`config.mk`:
```
export PLATFORM = sky130hd
export DESIGN_NAME = phase_ramp
export DESIGN_NICKNAME = d
export VERILOG_FILES = /design/src/rtl/phase_ramp.sv
export SDC_FILE = /design/constraint.sdc
export NUM_CORES = 1
export LEC_CHECK = 0
export CORE_ASPECT_RATIO = 1.5
export CORE_MARGIN = 1
export CORE_UTILIZATION = 56
export CTS_BUF_LIST = sky130_fd_sc_hd__clkbuf_16
export CTS_CLUSTER_SIZE = 14
export DETAILED_ROUTE_END_ITERATION = 10
export PLACE_DENSITY = 0.79
export SYNTH_ARGS = -nofsm -noshare
export SYNTH_HDL_FRONTEND = slang
export SYNTH_SLANG_ARGS = --single-unit
export TNS_END_PERCENT = 50
```
`constraint.sdc`:
```
create_clock -name clk_48 -period 7.2 [get_ports clk_48]
set_clock_uncertainty 0.15 [all_clocks]
set_input_delay 1.44 -clock clk_48 [delete_from_list [all_inputs] [get_ports clk_48]]
set_output_delay 1.44 -clock clk_48 [all_outputs]
set_load 0.005 [all_outputs]
```
`src/rtl/phase_ramp.sv`:
```
// Multi-channel polarity inverter: each channel crossfades its gain linearly
// between +1 and -1 over RAMP_LEN samples so live polarity flips do not click.
module phase_ramp #(
    parameter int WIDTH    = 16,
    parameter int CHANNELS = 2,
    parameter int RAMP_LEN = 64
) (
    input  logic                      clk_48,
    input  logic                      reset_n,
    input  logic [CHANNELS-1:0]       phase,
    input  logic [CHANNELS*WIDTH-1:0] phaseIn,
    output logic [CHANNELS*WIDTH-1:0] phaseOut,
    output logic [CHANNELS-1:0]       ramp_busy
);
    localparam int L  = $clog2(RAMP_LEN);
    localparam int PW = WIDTH + L + 2;

    localparam logic [L:0]           CNT_MAX  = (L+1)'(RAMP_LEN);
    localparam logic [L:0]           CNT_ZERO = '0;
    localparam logic [L:0]           CNT_ONE  = {{L{1'b0}}, 1'b1};
    localparam logic signed [L+1:0]  K_MAX    = (L+2)'(RAMP_LEN);
    localparam logic signed [PW-1:0] SAT_MAX  = {{(L+3){1'b0}}, {(WIDTH-1){1'b1}}};
    localparam logic signed [PW-1:0] SAT_MIN  = {{(L+3){1'b1}}, {(WIDTH-1){1'b0}}};

    typedef enum logic [1:0] {
        IDLE_POS  = 2'd0,
        RAMP_DOWN = 2'd1,
        IDLE_NEG  = 2'd2,
        RAMP_UP   = 2'd3
    } state_t;

    for (genvar c = 0; c < CHANNELS; c++) begin : g_ch
        state_t                  state_q, state_d;
        logic [L:0]              cnt_q, cnt_d;
        logic signed [WIDTH-1:0] in_s;
        logic signed [WIDTH-1:0] out_q, out_d;
        logic signed [L+1:0]     k;
        logic signed [PW-1:0]    prod;
        logic signed [PW-1:0]    prod_sh;

        assign in_s = phaseIn[c*WIDTH +: WIDTH];

        // A reversal mid-ramp simply walks cnt back from where it is, keeping gain continuous.
        always_comb begin
            cnt_d   = cnt_q;
            state_d = state_q;
            if (phase[c] && (cnt_q != CNT_MAX)) begin
                cnt_d   = cnt_q + CNT_ONE;
                state_d = (cnt_d == CNT_MAX) ? IDLE_NEG : RAMP_DOWN;
            end else if (!phase[c] && (cnt_q != CNT_ZERO)) begin
                cnt_d   = cnt_q - CNT_ONE;
                state_d = (cnt_d == CNT_ZERO) ? IDLE_POS : RAMP_UP;
            end else begin
                state_d = (cnt_q == CNT_ZERO) ? IDLE_POS : IDLE_NEG;
            end
        end

        // k runs +RAMP_LEN..-RAMP_LEN; the >>> L floors, and only -min * -1 can overflow.
        always_comb begin
            k       = K_MAX - $signed({cnt_q, 1'b0});
            prod    = $signed({{(L+2){in_s[WIDTH-1]}}, in_s}) * $signed({{WIDTH{k[L+1]}}, k});
            prod_sh = prod >>> L;
            if (prod_sh > SAT_MAX) begin
                out_d = SAT_MAX[WIDTH-1:0];
            end else if (prod_sh < SAT_MIN) begin
                out_d = SAT_MIN[WIDTH-1:0];
            end else begin
                out_d = prod_sh[WIDTH-1:0];
            end
        end

        always_ff @(posedge clk_48 or negedge reset_n) begin
            if (!reset_n) begin
                state_q <= IDLE_POS;
                cnt_q   <= '0;
                out_q   <= '0;
            end else begin
                state_q <= state_d;
                cnt_q   <= cnt_d;
                out_q   <= out_d;
            end
        end

        assign phaseOut[c*WIDTH +: WIDTH] = out_q;
        assign ramp_busy[c]               = (state_q == RAMP_DOWN) || (state_q == RAMP_UP);
    end

endmodule

```
==> results of run 1 <==
-- how the worst min path moves through the flow --
stage / startpoint / end / slack (ns) / cells after the start
final: g_ch[0].cnt_q[5] / g_ch[0].cnt_q[6] / 0.46 / 1
after global routing: g_ch[0].cnt_q[5] / g_ch[0].cnt_q[6] / 0.49 / 1
after CTS: g_ch[0].cnt_q[5] / g_ch[0].cnt_q[6] / 0.46 / 1
after detailed placement: g_ch[0].cnt_q[5] / g_ch[0].cnt_q[6] / 0.43 / 1
after global placement: g_ch[0].cnt_q[5] / g_ch[0].cnt_q[6] / 0.43 / 1
after floorplan: g_ch[0].cnt_q[5] / g_ch[0].cnt_q[6] / 0.38 / 2
-- sequential cells by signal (all words and copies together), names as in the netlist --
| signal | flops |
|---|---|
| g_ch.out_q | 32 |
| g_ch.cnt_q | 14 |
| g_ch.state_q | 2 |
-- layer usage --
metal	vias to the layer above	GRT usage	part of all wire	wire length [um]
li1	3728	-	-	-
met1	3902	0.2804	0.37	8308
met2	143	0.5024	0.57	12790
met3	27	0.02179	0.033	729
met4	0	0.06636	0.021	462
met5	-	0	0	0
-- per-stage QoR --
step | cells | worst slack, ns
floorplan | 1183 | 0.4946
global placement | 1480 | 0.1340
detailed placement | 1480 | 0.001702
CTS | 1488 | 0.3184
global route | 1488 | 0.1090
finish | 1488 | 0.4163
-- cell type report --
class / instances / area [sq um]
well taps: 248 / 310.3
inverters: 276 / 1036
flip-flops and latches: 48 / 1201
clock inverters: 3 / 15.01
multi-input cells: 822 / 8068
repair buffers: 86 / 813.3
clock buffers: 5 / 125.1
fillers: 1564 / 6524
-- cell usage in the layout (no fill, tap or decap), drive strengths merged, types with 6 or more instances in the layout --
cell           Yosys  layout
nor3              12      12
and2             106     106
a21oi             33      33
o21bai             6       6
fa               166     166
xnor2             48      48
clkdlybuf4s50      0      68
o21a              12      12
nor2              47      47
or2                7       7
and3               8       8
xor2              22      22
nand2             82      82
nand3             20      20
o31ai              9       9
a31oi              6       6
nor2b             32      32
a21o              34      34
ha                94      94
o21ai             23      23
nand2b             8       8
buf                9      18
dfrtp             48      48
inv              276     277
-- worst max-delay path, cell delays in order --
cell and delay [ns]:
clkdlybuf4s50_1 0.51, and2_1 0.21, fa_1 0.56, inv_1 0.09
fa_1 0.51, fa_1 0.52, fa_1 0.55, inv_1 0.04
ha_1 0.34, and2_1 0.23, nand4_1 0.16, or2_1 0.25
or3b_2 0.45, o21ai_2 0.08, or3_4 0.16, nand3_1 0.39
a21o_1 0.31
-- kinds of logic after synthesis --
kind of cell,count (synthesis),share of synthesized area
AND/OR/NAND/NOR,339,0.1726
XOR/XNOR,70,0.06007
AO/OA/AOI/OAI,151,0.1057
adder cells (fa/ha/maj),260,0.4303
buffers and inverters,313,0.1146
multiplexers,2,0.001915
flip-flops,48,0.1149
==> results_dict.tcl, run 1 <==
set metrics [dict create \
    yosys.cell_types.count 71 \
    synth-seq-cells 48 \
    critPathMaxFanout 15 \
    grt_usage 0.2521 \
    finalWirelength_um 22290 \
    grt_max_degree 49 \
    syn_area_per_cell_sq_um 8.839 \
    via_count 7800 \
    diodes 0 \
    grt_pass1_vias 8316 \
    yosysMostFrequentCell "inv_1" \
    max_freq_mhz 147.4 \
    ios 70 \
    reg2reg_depth 23 \
    clkSinkCount 48 \
    relSlewSlack 0.4482 \
    portBuffers 69 \
    yosysWarnings 0 \
    whs_ns 0.4598 \
    tightest_slew_ns 0.8277 \
    hold_viol 0 \
    synthCells 1183 \
    core_area_sq_um 18090 \
    layout.nets 1535 \
    drtIter0Drc 291 \
    numCtsBuffers 5 \
    synth-async-reset-ratio 1.000 \
    maxSlewViolCount 0 \
    place_area_sq_um 11420 \
    std_cell_rows 60 \
    endpoint "g_ch[1].out_q[4]" \
    finalSetupTns_ns 0 \
    dp_hpwl_um 18680 \
    syn2layout_area_growth_pct 10.64 \
    critical_path.startpoint_type "primary input" \
    clkTransAtPathRegs_ns 0.06 \
    grt_overflow 0 \
    drc 0 \
    grt_setup_unrepaired "no" \
    cts_root_buf "clkbuf_16" \
    post_cts_buffers 0 \
    grt_pass1_wl_um 38730 \
    setup_violations 0 \
    cts_resized 0 \
    clock_path_buffers 2 \
    hold_buffers 0 \
    die_area_sq_um 19230 \
    required_ns 7.22 \
    synth_edf_count 0 \
    layout-drive-gt1-share 0.04919 \
    ys_dominant_reg_cell "dfrtp_1" \
    synthDominantCellAreaShare 0.3178 \
    syn-num-nets 1479 \
    dr.pass1.iters 4 \
    reg2reg_from "g_ch[0].cnt_q[1]" \
    ant_nets 0 \
    cts_tree "built" \
    gp_congestion 0.9061 \
    clk_latency_ns 0.28 \
    wl_per_cell_um 14.98 \
    yosys-top-cells-count "inv_1, fa_1, and2_1" \
    netlist_area_sq_um 10460 \
    start_util 0.5779 \
    r2r_slack_ns 0.57 \
    outcome "finished, final reports clean" \
    worstHoldPathType "reg -> reg" \
    fin_area_sq_um 11570 \
    die_x_um 113.6 \
    timing.rr.end "g_ch[0].out_q[9]" \
    finalCritPeriodShare 0.9422 \
    end_kind "register" \
    period_needed_ns 6.784 \
    cts.htree.levels 2 \
    avgViaCountPerCell 5.242 \
    synth.area.top_cells "fa_1, dfrtp_1, ha_1" \
    max_cap_viol_count 0 \
    crit_type "in -> reg" \
    antenna_found_initial 0 \
    fin_util 0.6394 \
    cp-startpoint "phaseIn[31]" \
    die_h_um 169.4 \
    worst_ep_arrival_time_ns 6.81 \
    yosysSeqAreaShare 0.1149 \
    synth_largest_area_cell "fa_1" \
]
Power of run 1 is left out: the tool's default activity adds up to more than one toggle a clock period on the data nets, which glitch-free logic cannot reach.
==> run 2: changes to the inputs <==
Settings changed: CORE_UTILIZATION 56 to 60, PLACE_DENSITY 0.79 to 0.81.
Clock period 7.2 ns to 8.8 ns, I/O delays scaled along.
==> results_dict.tcl, run 2 (synthesis results as in run 1) <==
set metrics [dict create \
    portBuffers 69 \
    start_util 0.6184 \
    layout_common_cells "inv_1, fa_1, and2_1, ha_1, nand2_1" \
    gp_congestion 0.9298 \
    critPathMaxFanout 15 \
    period_needed_ns 7.271 \
    core_area_sq_um 16910 \
    syn2layout_area_growth_pct 9.537 \
    slowest_stage "fa_1" \
    outcome "finished, final reports clean" \
    dp_hpwl_um 19130 \
    clock_path_buffers 2 \
    seqCellArea_sq_um 1201 \
    nFillCells 1386 \
    max_freq_mhz 137.5 \
    cts_resized 0 \
    final_common_cell "inv_1" \
    grt_usage 0.2784 \
    die_x_um 109.8 \
    multi_input_area_sq_um 8056 \
    slowest_delay_ns 0.63 \
    grt_setup_unrepaired "no" \
    grt_pass1_vias 8684 \
    cts.htree.levels 2 \
    die_h_um 163.7 \
    grt_max_degree 49 \
    regMostFlops "g_ch.out_q" \
    layout-drive-gt1-share 0.04298 \
    wl_per_cell_um 15.74 \
    cp_cell_sequence "clkdlybuf4s50_1, nand2_1, inv_1, fa_1, inv_1, fa_1, fa_1, fa_1, inv_1, ha_1, and2_1, nand4_1, or2_1, or3b_2, o21ai_2, or3_4, nand3_1, a21o_1" \
    maxSlewViolCount 0 \
    avgViaCountPerCell 5.484 \
    relSlewSlack 0.2839 \
    cts_tree "built" \
    layout.nets 1528 \
    setup_violations 0 \
    drc 0 \
    clk_latency_ns 0.29 \
    critical_path.startpoint_type "primary input" \
    required_ns 8.81 \
    finalSetupTns_ns 0 \
    reg_top3 "g_ch.out_q x32, g_ch.cnt_q x14, g_ch.state_q x2" \
    post_cts_buffers 0 \
    hold_viol 0 \
    drtIter0Drc 364 \
    numCtsBuffers 5 \
    dr.pass1.iters 5 \
    hold_buffers 0 \
    tightest_slew_ns 1.074 \
    clkTransAtPathRegs_ns 0.07 \
    worstHoldPathType "reg -> reg" \
    ant_nets 0 \
    crit_type "in -> reg" \
    finalWirelength_um 22710 \
    die_area_sq_um 17970 \
    ios 70 \
    via_count 7914 \
    worst_ep_arrival_time_ns 7.29 \
    largest_register_ff_count 32 \
    grt_pass1_wl_um 39130 \
    grt_overflow 0 \
    finalCritPeriodShare 0.8263 \
    antenna_found_initial 0 \
    std_cell_rows 58 \
    diodes 0 \
    cts_root_buf "clkbuf_16" \
    end_kind "register" \
    clkSinkCount 48 \
    path_common_cell "fa_1" \
    max_cap_viol_count 0 \
]
## run 2: changes by cell type in the layout (fill, tap and decap cells not counted), sizes merged
| cell | before | now |
|---|---|---|
| inv | 277 | 278 |
| buf | 18 | 11 |
| clkinvlp | 1 | 0 |
## run 2: worst paths after layout
path                            slack, ns        startpoint  depth (start not counted)                end
worst max register to register       1.69  g_ch[0].cnt_q[0]                         23  g_ch[0].out_q[14]
max in group asynchronous            6.31           reset_n                          1  g_ch[1].out_q[15]
worst min-delay path                 0.48  g_ch[0].cnt_q[5]                          2   g_ch[0].cnt_q[6]
worst min register to register       0.48  g_ch[0].cnt_q[5]                          2   g_ch[0].cnt_q[6]
min in group asynchronous            1.51           reset_n                          1   g_ch[0].out_q[3]
worst max-delay path                 1.53       phaseIn[31]                         18  g_ch[1].out_q[14]
## run 2: layout make-up
class	instances	area share
flip-flops and latches	48	0.1049
clock buffers	5	0.01092
inverters	276	0.09045
multi-input cells	822	0.7034
repair buffers	79	0.06642
well taps	210	0.02294
clock inverters	3	0.0009832
## run 2: critical path: cells and delay by family
family | cells | cell delay (ns)
buffers and inverters | 4 | 0.79
AND/OR/NAND/NOR | 7 | 1.80
adder cells (fa/ha/maj) | 5 | 2.54
AO/OA/AOI/OAI | 2 | 0.40
## run 2: per-layer routing
metal  vias up  GRT usage  routed length, um
met1      3935     0.2950               8331
met3        76    0.02275                543
met4         0     0.1218                987
met5         -          0                  0
li1       3720          -                  -
met2       183     0.5423              12840
## run 2: per-stage QoR
| stage | hold WS [ns] | instances | worst slack (ns) | area [sq um] | utilization |
|---|---|---|---|---|---|
| 5_1_grt | 0.5410 | 1443 | 1.140 | 11450 | 0.6774 |
| 3_3_place_gp | 0.4432 | 1435 | 1.333 | 11320 | 0.6693 |
| 6_report | 0.4762 | 1443 | 1.529 | 11450 | 0.6774 |
| 2_1_floorplan | 0.3849 | 1183 | 2.095 | 10460 | - |
| 3_5_place_dp | 0.4667 | 1435 | 1.216 | 11320 | 0.6693 |
| 4_1_cts | 0.4756 | 1443 | 1.494 | 11450 | 0.6774 |
Power of run 2 is left out for the same reason.
==> run 3: changes to the inputs <==
Settings changed: CORE_UTILIZATION 60 to 56, PLACE_DENSITY 0.81 to 0.79.
Clock period 8.8 ns to 6 ns, I/O delays scaled along.
==> results_dict.tcl, run 3 (synthesis results as in run 1) <==
set metrics [dict create \
    outcome "finished, final reports clean" \
    maxSlewViolCount 0 \
    final_common_cell "inv_1" \
    layout_common_cells "inv_1, buf_4, fa_1, and2_1, nand2_1" \
    relSlewSlack 0.2595 \
    hold_buffers 0 \
    portBuffers 69 \
    grt_pass1_vias 9446 \
    largest_register_ff_count 32 \
    clkTransAtPathRegs_ns 0.07 \
    ant_nets 0 \
    multi_input_area_sq_um 8760 \
    cts.htree.levels 2 \
    ios 70 \
    wl_per_cell_um 15.83 \
    syn2layout_area_growth_pct 30.26 \
    grt_pass1_wl_um 42590 \
    hold_depth 2 \
    hp-start "g_ch[0].cnt_q[5]" \
    r2r_slack_ns 0.009 \
    grtUsageMet3 0.01429 \
    grt_use_met2 0.5612 \
    period_needed_ns 5.991 \
    critical_path.startpoint_type "register" \
    layout.nets 1695 \
    dr.pass1.iters 5 \
    numCtsBuffers 5 \
    worst_ep_arrival_time_ns 6.07 \
    die_x_um 113.6 \
    grtUsageMet1 0.2847 \
    tightest_slew_ns 1.111 \
    finalWirelength_um 26090 \
    drc 0 \
    antenna_found_initial 0 \
    core_area_sq_um 18090 \
    required_ns 6.08 \
    reg2reg_from "g_ch[1].cnt_q[0]" \
    hold_viol 0 \
    critPathMaxFanout 9 \
    end_kind "register" \
    setup_violations 0 \
    clkSinkCount 48 \
    finalCritPeriodShare 0.9984 \
    clock_path_buffers 2 \
    finalSetupTns_ns 0 \
    grt_usage 0.2785 \
    start_util 0.5779 \
    diodes 0 \
    max_freq_mhz 166.9 \
    hold_end "g_ch[0].cnt_q[6]" \
    worstHoldPathType "reg -> reg" \
    grt_busiest_layer "met2" \
    cts_root_buf "clkbuf_16" \
    grt_max_degree 49 \
    clk_latency_ns 0.29 \
    grt_overflow 0 \
    nFillCells 1255 \
    dp_hpwl_um 20600 \
    gp_congestion 0.9385 \
    layout-drive-gt1-share 0.2257 \
    cts_tree "built" \
    reg2reg_depth 22 \
    die_h_um 169.4 \
    grt_setup_unrepaired "yes" \
    regMostFlops "g_ch.out_q" \
    timing.rr.end "g_ch[1].out_q[3]" \
    reg_top3 "g_ch.out_q x32, g_ch.cnt_q x14, g_ch.state_q x2" \
    crit_type "reg -> reg" \
    avgViaCountPerCell 5.247 \
    via_count 8647 \
    die_area_sq_um 19230 \
    drtIter0Drc 335 \
    seqCellArea_sq_um 1204 \
    std_cell_rows 60 \
    max_cap_viol_count 0 \
]
## run 3: worst max path at each step
stage	start	endpoint	slack [ns]	cells past startpoint
floorplan	g_ch[0].cnt_q[0]	g_ch[0].out_q[10]	0.0005	26
global placement	phaseIn[20]	g_ch[1].out_q[5]	-0.42	19
detailed placement	phaseIn[21]	g_ch[1].out_q[3]	-0.55	19
CTS	phaseIn[5]	g_ch[0].out_q[12]	0.01	19
global route	g_ch[1].cnt_q[0]	g_ch[1].out_q[3]	-0.21	22
finish	g_ch[1].cnt_q[0]	g_ch[1].out_q[3]	0.009	22
## run 3: cell type report
type,instances,share of cell area
Sequential cell,48,0.08837
Inverter,276,0.07606
Clock buffer,5,0.009186
Multi-Input combinational cell,823,0.6431
Clock inverter,3,0.002848
Timing Repair Buffer,245,0.1576
Tap cell,248,0.02278
## run 3: routing by layer
layer / wire length [um] / up-vias / part of all wire
met4: 1100 / 0 / 0.042
met3: 527 / 73 / 0.020
met1: 9173 / 4336 / 0.35
met5: 0 / - / 0
met2: 15290 / 190 / 0.59
li1: - / 4048 / -
## run 3: critical path, stage by stage, from the launching register on
cell and delay (ns):
dfrtp_2 0.43, buf_4 0.15, nor3_4 0.17, nor3b_4 0.24
buf_4 0.17, xnor2_4 0.22, nor2b_1 0.12, fa_1 0.49
fa_1 0.56, inv_1 0.05, fa_1 0.48, fa_1 0.57
inv_1 0.07, ha_4 0.25, a21o_1 0.22, a21oi_4 0.17
o21a_1 0.17, o21a_4 0.17, o21ai_4 0.08, or3_4 0.40
a211oi_4 0.33, buf_6 0.17, a21o_1 0.08
## run 3: timing repair
item	CTS	global route
setup endpoints to repair	30	30
resized for setup	52	83
gates cloned	1	3
pin swaps	21	95
endpoints found under the hold margin	0	0
buffers inserted	10	18
## run 3: through the flow
| step | setup WS [ns] | util | instances | cell area, sq um | hold slack [ns] |
|---|---|---|---|---|---|
| final | 0.009419 | 0.7528 | 1648 | 13620 | 0.4833 |
| after global routing | -0.2121 | 0.7528 | 1648 | 13620 | 0.5171 |
| after CTS | 0.009667 | 0.7221 | 1627 | 13070 | 0.4502 |
| after detailed placement | -0.5521 | 0.7008 | 1608 | 12680 | 0.4337 |
| after global placement | -0.4196 | 0.7008 | 1608 | 12680 | 0.4222 |
| after floorplan | 0.0004805 | - | 1183 | 10760 | 0.3853 |
Power of run 3 is left out for the same reason.
==> patch 1: new RTL, config.mk and constraints of run 3 <==
`CHANNELS`: 2 -> 1.
--- a/src/rtl/phase_ramp.sv
+++ b/src/rtl/phase_ramp.sv
@@ -2,7 +2,7 @@
 // between +1 and -1 over RAMP_LEN samples so live polarity flips do not click.
 module phase_ramp #(
     parameter int WIDTH    = 16,
-    parameter int CHANNELS = 2,
+    parameter int CHANNELS = 1,
     parameter int RAMP_LEN = 64
 ) (
     input  logic                      clk_48,
Interface: changed (resized phase, phaseIn, phaseOut and ramp_busy); port bits go from 70 to 36. The function was not compared with the original's and may differ.
==> patch 1 against run 3 <==
The run now ends with setup timing left; synthesized area is 50% lower; sequential cell count is 24 lower; cell area is 48% lower; maximum frequency is 1.4% lower; worst setup slack worse by 85 ps; wire length is 42% lower; critical path type unchanged; highest routed layer unchanged.
Power is left out: the tool's default activity adds up to more than one toggle a clock period on the data nets, which glitch-free logic cannot reach.
==> patch 1: results (changes against run 3) <==
| Metric | Value |
|---|---|
| Run status | `finished, violations left` |
| Failing checks | `setup timing` |
| CP max FO | `7 (-2)` |
| Top cells by count, synth | `inv_1 (139), fa_1 (83), and2_1 (50)` |
| Num CTS Buffers | `3 (-2)` |
| Pre-CTS WS | `-611 ps (-58.8 ps)` |
| Non-filler instance count after layout | `838 (-49%)` |
| Placed cell area | `6510 sq um (-49%)` |
| First-pass GRT wire length | `25100 um (-41%)` |
| Placer Congestion | `0.922 (-1.7%)` |
| DRT Pass-1 Iters | `4 (-1)` |
| Setup tns final | `-948 ps (-948 ps)` |
| Worst slew pin tran | `1220 ps (+113 ps)` |
| Final worst setup slack | `-75.6 ps (-85.0 ps)` |
| H-tree level count | `1 (-1)` |
| # nets final | `878 (-48%)` |
| Ranking of synthesized cells by area | `fa_1 (32%), dfrtp_1 (12%), ha_1 (11%), inv_1 (10%), and2_1 (6.0%)` |
| Max reg flops | `16 (-50%)` |
| Syn nets | `741 (-50%)` |
| Worst Path Arrival | `6140 ps (+70 ps)` |
| Post-detail-place hpwl | `10400 um (-49%)` |
| Dpl cells | `804 (-50%)` |
| Maximum number of pins on one net before global-route repair | `25 (-49%)` |
| Syn Inst Count | `592 (-50%)` |
| Endpoints failing setup | `15 (+15)` |
| Post-synthesis sequential area ratio | `11.6% (+0.079 points)` |
| Starting DRC count in detailed routing | `323 (-3.6%)` |
| IO buf count | `35 (-49%)` |
| Number of global-route vias before repair | `5435 (-42%)` |
| Vias | `4673 (-46%)` |
patch 1: cell types whose count changed after synthesis, sizes merged, moves of 29 or more:
cell,before,now
fa,166,83
xnor2,48,19
nand2,82,34
ha,94,47
and2,106,53
inv,276,139
patch 1: repair_timing:
item	CTS	global route
hold buffers	0	0
cloned	3	1
setup endpoints to repair	15	15
pin swaps	56	35
gates resized for setup	63	25
setup buffers	20	9
patch 1: tightest hold or removal path, cell delays in order, from the launching register on:
cell	delay [ps]
dfrtp_1	390
buf_4	140
buf_4	100
xnor2_1	60
patch 1: cells by family after synthesis:
logic type / share of synthesized area (%)
simple gates: 17.4
compound gates: 10.7
mux: 0.386
flops: 11.6
fa+ha+maj: 43.3
xor+xnor: 4.89
buf+inv: 11.8
patch 1: cell type report:
class,count,area [sq um]
clock buffer,3,75.1
clock inverter,1,30.0
fill,559,1840
inverter,139,522
multi-input combinational,409,4470
sequential,24,602
tap,110,138
timing repair buffer,152,1260
patch 1: per-layer routing:
| metal | GRT usage (%) | up-vias | part of all wire (%) |
|---|---|---|---|
| li1 | - | 2094 | - |
| met1 | 32.7 | 2331 | 33 |
| met2 | 64.1 | 176 | 57 |
| met3 | 7.38 | 72 | 4.9 |
| met4 | 24.9 | 0 | 6.0 |
| met5 | 0 | - | 0 |
patch 1: final timing paths:
kind                                        from                 end  slack (ps)  cells past startpoint
worst max-delay path            g_ch[0].cnt_q[1]         phaseOut[6]         -80                     24
worst min-delay path            g_ch[0].cnt_q[0]    g_ch[0].cnt_q[0]         570                      3
worst max register to register  g_ch[0].cnt_q[1]         phaseOut[6]         -80                     24
worst min register to register  g_ch[0].cnt_q[0]    g_ch[0].cnt_q[0]         570                      3
max in group asynchronous                reset_n    g_ch[0].cnt_q[3]        3490                      1
min in group asynchronous                reset_n  g_ch[0].state_q[0]        1400                      1
==> patch 2: new RTL, flow settings as in run 3 <==
Without the edit above. The 4 states of `state_t` get a one-hot encoding in 4 bits.
--- a/src/rtl/phase_ramp.sv
+++ b/src/rtl/phase_ramp.sv
@@ -22,11 +22,11 @@
     localparam logic signed [PW-1:0] SAT_MAX  = {{(L+3){1'b0}}, {(WIDTH-1){1'b1}}};
     localparam logic signed [PW-1:0] SAT_MIN  = {{(L+3){1'b1}}, {(WIDTH-1){1'b0}}};
 
-    typedef enum logic [1:0] {
-        IDLE_POS  = 2'd0,
-        RAMP_DOWN = 2'd1,
-        IDLE_NEG  = 2'd2,
-        RAMP_UP   = 2'd3
+    typedef enum logic [3:0] {
+        IDLE_POS  = 4'b0001,
+        RAMP_DOWN = 4'b0010,
+        IDLE_NEG  = 4'b0100,
+        RAMP_UP   = 4'b1000
     } state_t;
 
     for (genvar c = 0; c < CHANNELS; c++) begin : g_ch
Check against the original RTL: no difference found for any inputs over 4 cycles, from zero or initial values and one cycle with reset_n low; so few cycles prove little.
==> patch 2 against run 3 <==
The flow now finishes with violations (setup timing); synthesized area down 0.98%; sequential cell count is 6 higher; cell area fell by 4.3%; worst setup slack got worse by 26 ps; die area is 0.97% lower; wire length decreased by 5.1%; via count is 1.4% lower.
Power is not shown: default switching activity piles up to over one toggle a cycle in this logic, so the estimate is an artifact.
==> patch 2: results (changes against run 3) <==
| Metric | Value |
|---|---|
| Syn Area/Cell | `8.87 sq um (+0.38%)` |
| IO buf count | `69 (unchanged)` |
| Placer Congestion | `0.961 (+2.4%)` |
| Vias | `8527 (-1.4%)` |
| Maximum number of pins on one net before global-route repair | `55 (+12%)` |
| # nets final | `1677 (-1.1%)` |
| First-pass GRT wire length | `40900 um (-4.0%)` |
| Post-synthesis sequential area ratio | `13.1% (+1.6 points)` |
| Syn nets | `1463 (-1.1%)` |
| Number of global-route vias before repair | `9356 (-0.95%)` |
| Distinct cells, synth | `64 (-9.9%)` |
| Antenna violations before repair | `1 (+1)` |
| Fill cells | `1311 (+4.5%)` |
| Dpl cells | `1578 (-1.9%)` |
| Max transition margin | `52.9% (+27 points)` |
| Run status | `finished, violations left` |
| Biggest registers after layout | `g_ch.out_q (32), g_ch.cnt_q (14), g_ch.state_q (8)` |
| Total GRT Usage | `27.2% (-0.63 points)` |
| Share of layout cells above drive strength 1 | `18.6% (-4.0 points)` |
| Endpoints failing setup | `8 (+8)` |
| Share of the synthesized area in the top cell type | `32.1% (+0.31 points)` |
| Starting DRC count in detailed routing | `326 (-2.7%)` |
| Worst Path Arrival | `6040 ps (-30 ps)` |
| Wire per inst | `15.5 um (-2.2%)` |
| Failing checks | `setup timing` |
| Num CTS Buffers | `5 (unchanged)` |
| CP max FO | `3 (-6)` |
| Post-synth top flop | `dfrtp_1` |
| Top cells by count, synth | `inv_1 (277), fa_1 (166), and2_1 (102)` |
| Post-detail-place hpwl | `20300 um (-1.5%)` |
| DR vias/cell | `5.33 (+1.6%)` |
| Ranking of synthesized cells by area | `fa_1 (32%), dfrtp_1 (13%), ha_1 (11%), inv_1 (10%), and2_1 (6.2%)` |
| Final worst setup slack | `-16.2 ps (-25.6 ps)` |
-- patch 2: cell types whose count changed after synthesis, sizes merged, moves of 4 or more --
cell    change
o21ai       +9
a31o        +7
a21o        -6
o21a        -6
dfrtp       +4
nor2        +4
o21bai      -4
-- patch 2: kinds of logic (layout without fill, tap and decap cells) --
group | after synthesis | after routing | share of synthesized area (%)
mux | 5 | 5 | 0.544
compound gates | 141 | 141 | 9.32
xor+xnor | 66 | 66 | 5.66
buf+inv | 311 | 526 | 11.4
flops | 54 | 54 | 13.1
fa+ha+maj | 260 | 260 | 43.5
simple gates | 330 | 330 | 16.5
-- patch 2: path summary, 6_finish.rpt --
| path | from | end | slack (ps) | cells after the start |
|---|---|---|---|---|
| worst max-delay path | phaseIn[19] | g_ch[1].out_q[14] | -20 | 17 |
| worst min-delay path | g_ch[1].cnt_q[0] | g_ch[1].cnt_q[0] | 470 | 2 |
| worst max register to register | g_ch[0].cnt_q[0] | g_ch[0].out_q[4] | 20 | 23 |
| worst min register to register | g_ch[1].cnt_q[0] | g_ch[1].cnt_q[0] | 470 | 2 |
| max in group asynchronous | reset_n | g_ch[0].out_q[3] | 4350 | 2 |
| min in group asynchronous | reset_n | g_ch[0].cnt_q[6] | 860 | 2 |
-- patch 2: cell type report --
cell class                 count  area [sq um]  area share (%)
sequential                    54          1350            10.4
timing repair buffer         241          2040            15.6
clock buffer                   5           125           0.960
tap                          217           272            2.08
clock inverter                 3          37.5           0.288
multi-input combinational    802          8170            62.7
inverter                     277          1040            7.98
-- patch 2: what timing repair did --
action / 4_1_cts / 5_1_grt
setup endpoints to repair: 30 / 30
pin swaps: 6 / 17
resized for setup: 27 / 44
setup buffers: 1 / 10
gates cloned: 0 / 2
-- patch 2: metal layers --
metal,vias up,wire (um),global-route usage (%)
met1,4248,8620,27.1
li1,3972,-,-
met5,-,13,0
met3,101,611,2.04
met2,204,14200,54.4
met4,2,1290,15.2
-- patch 2: critical path, stage by stage --
cell             delay [ps]
clkdlybuf4s50_1         510
nor2b_2                 180
fa_1                    460
fa_1                    550
inv_1                    60
fa_1                    500
fa_1                    540
inv_1                    40
ha_1                    320
a21o_1                  180
a21oi_2                 170
o22ai_2                 120
or4_4                   520
a31o_2                  260
a21oi_1                 180
xor2_1                  150
o21ai_0                  90
-- patch 2: metrics by stage --
step	instance area, sq um	setup TNS [ps]	setup slack, ps	util, %
finish	13000	-43.6	-16.2	72.3
global route	13000	-5630	-236	72.3
CTS	12800	0	7.15	70.8
detailed placement	12600	-15540	-588	69.8
global placement	12600	-12640	-470	69.8
floorplan	10500	0	13.8	-
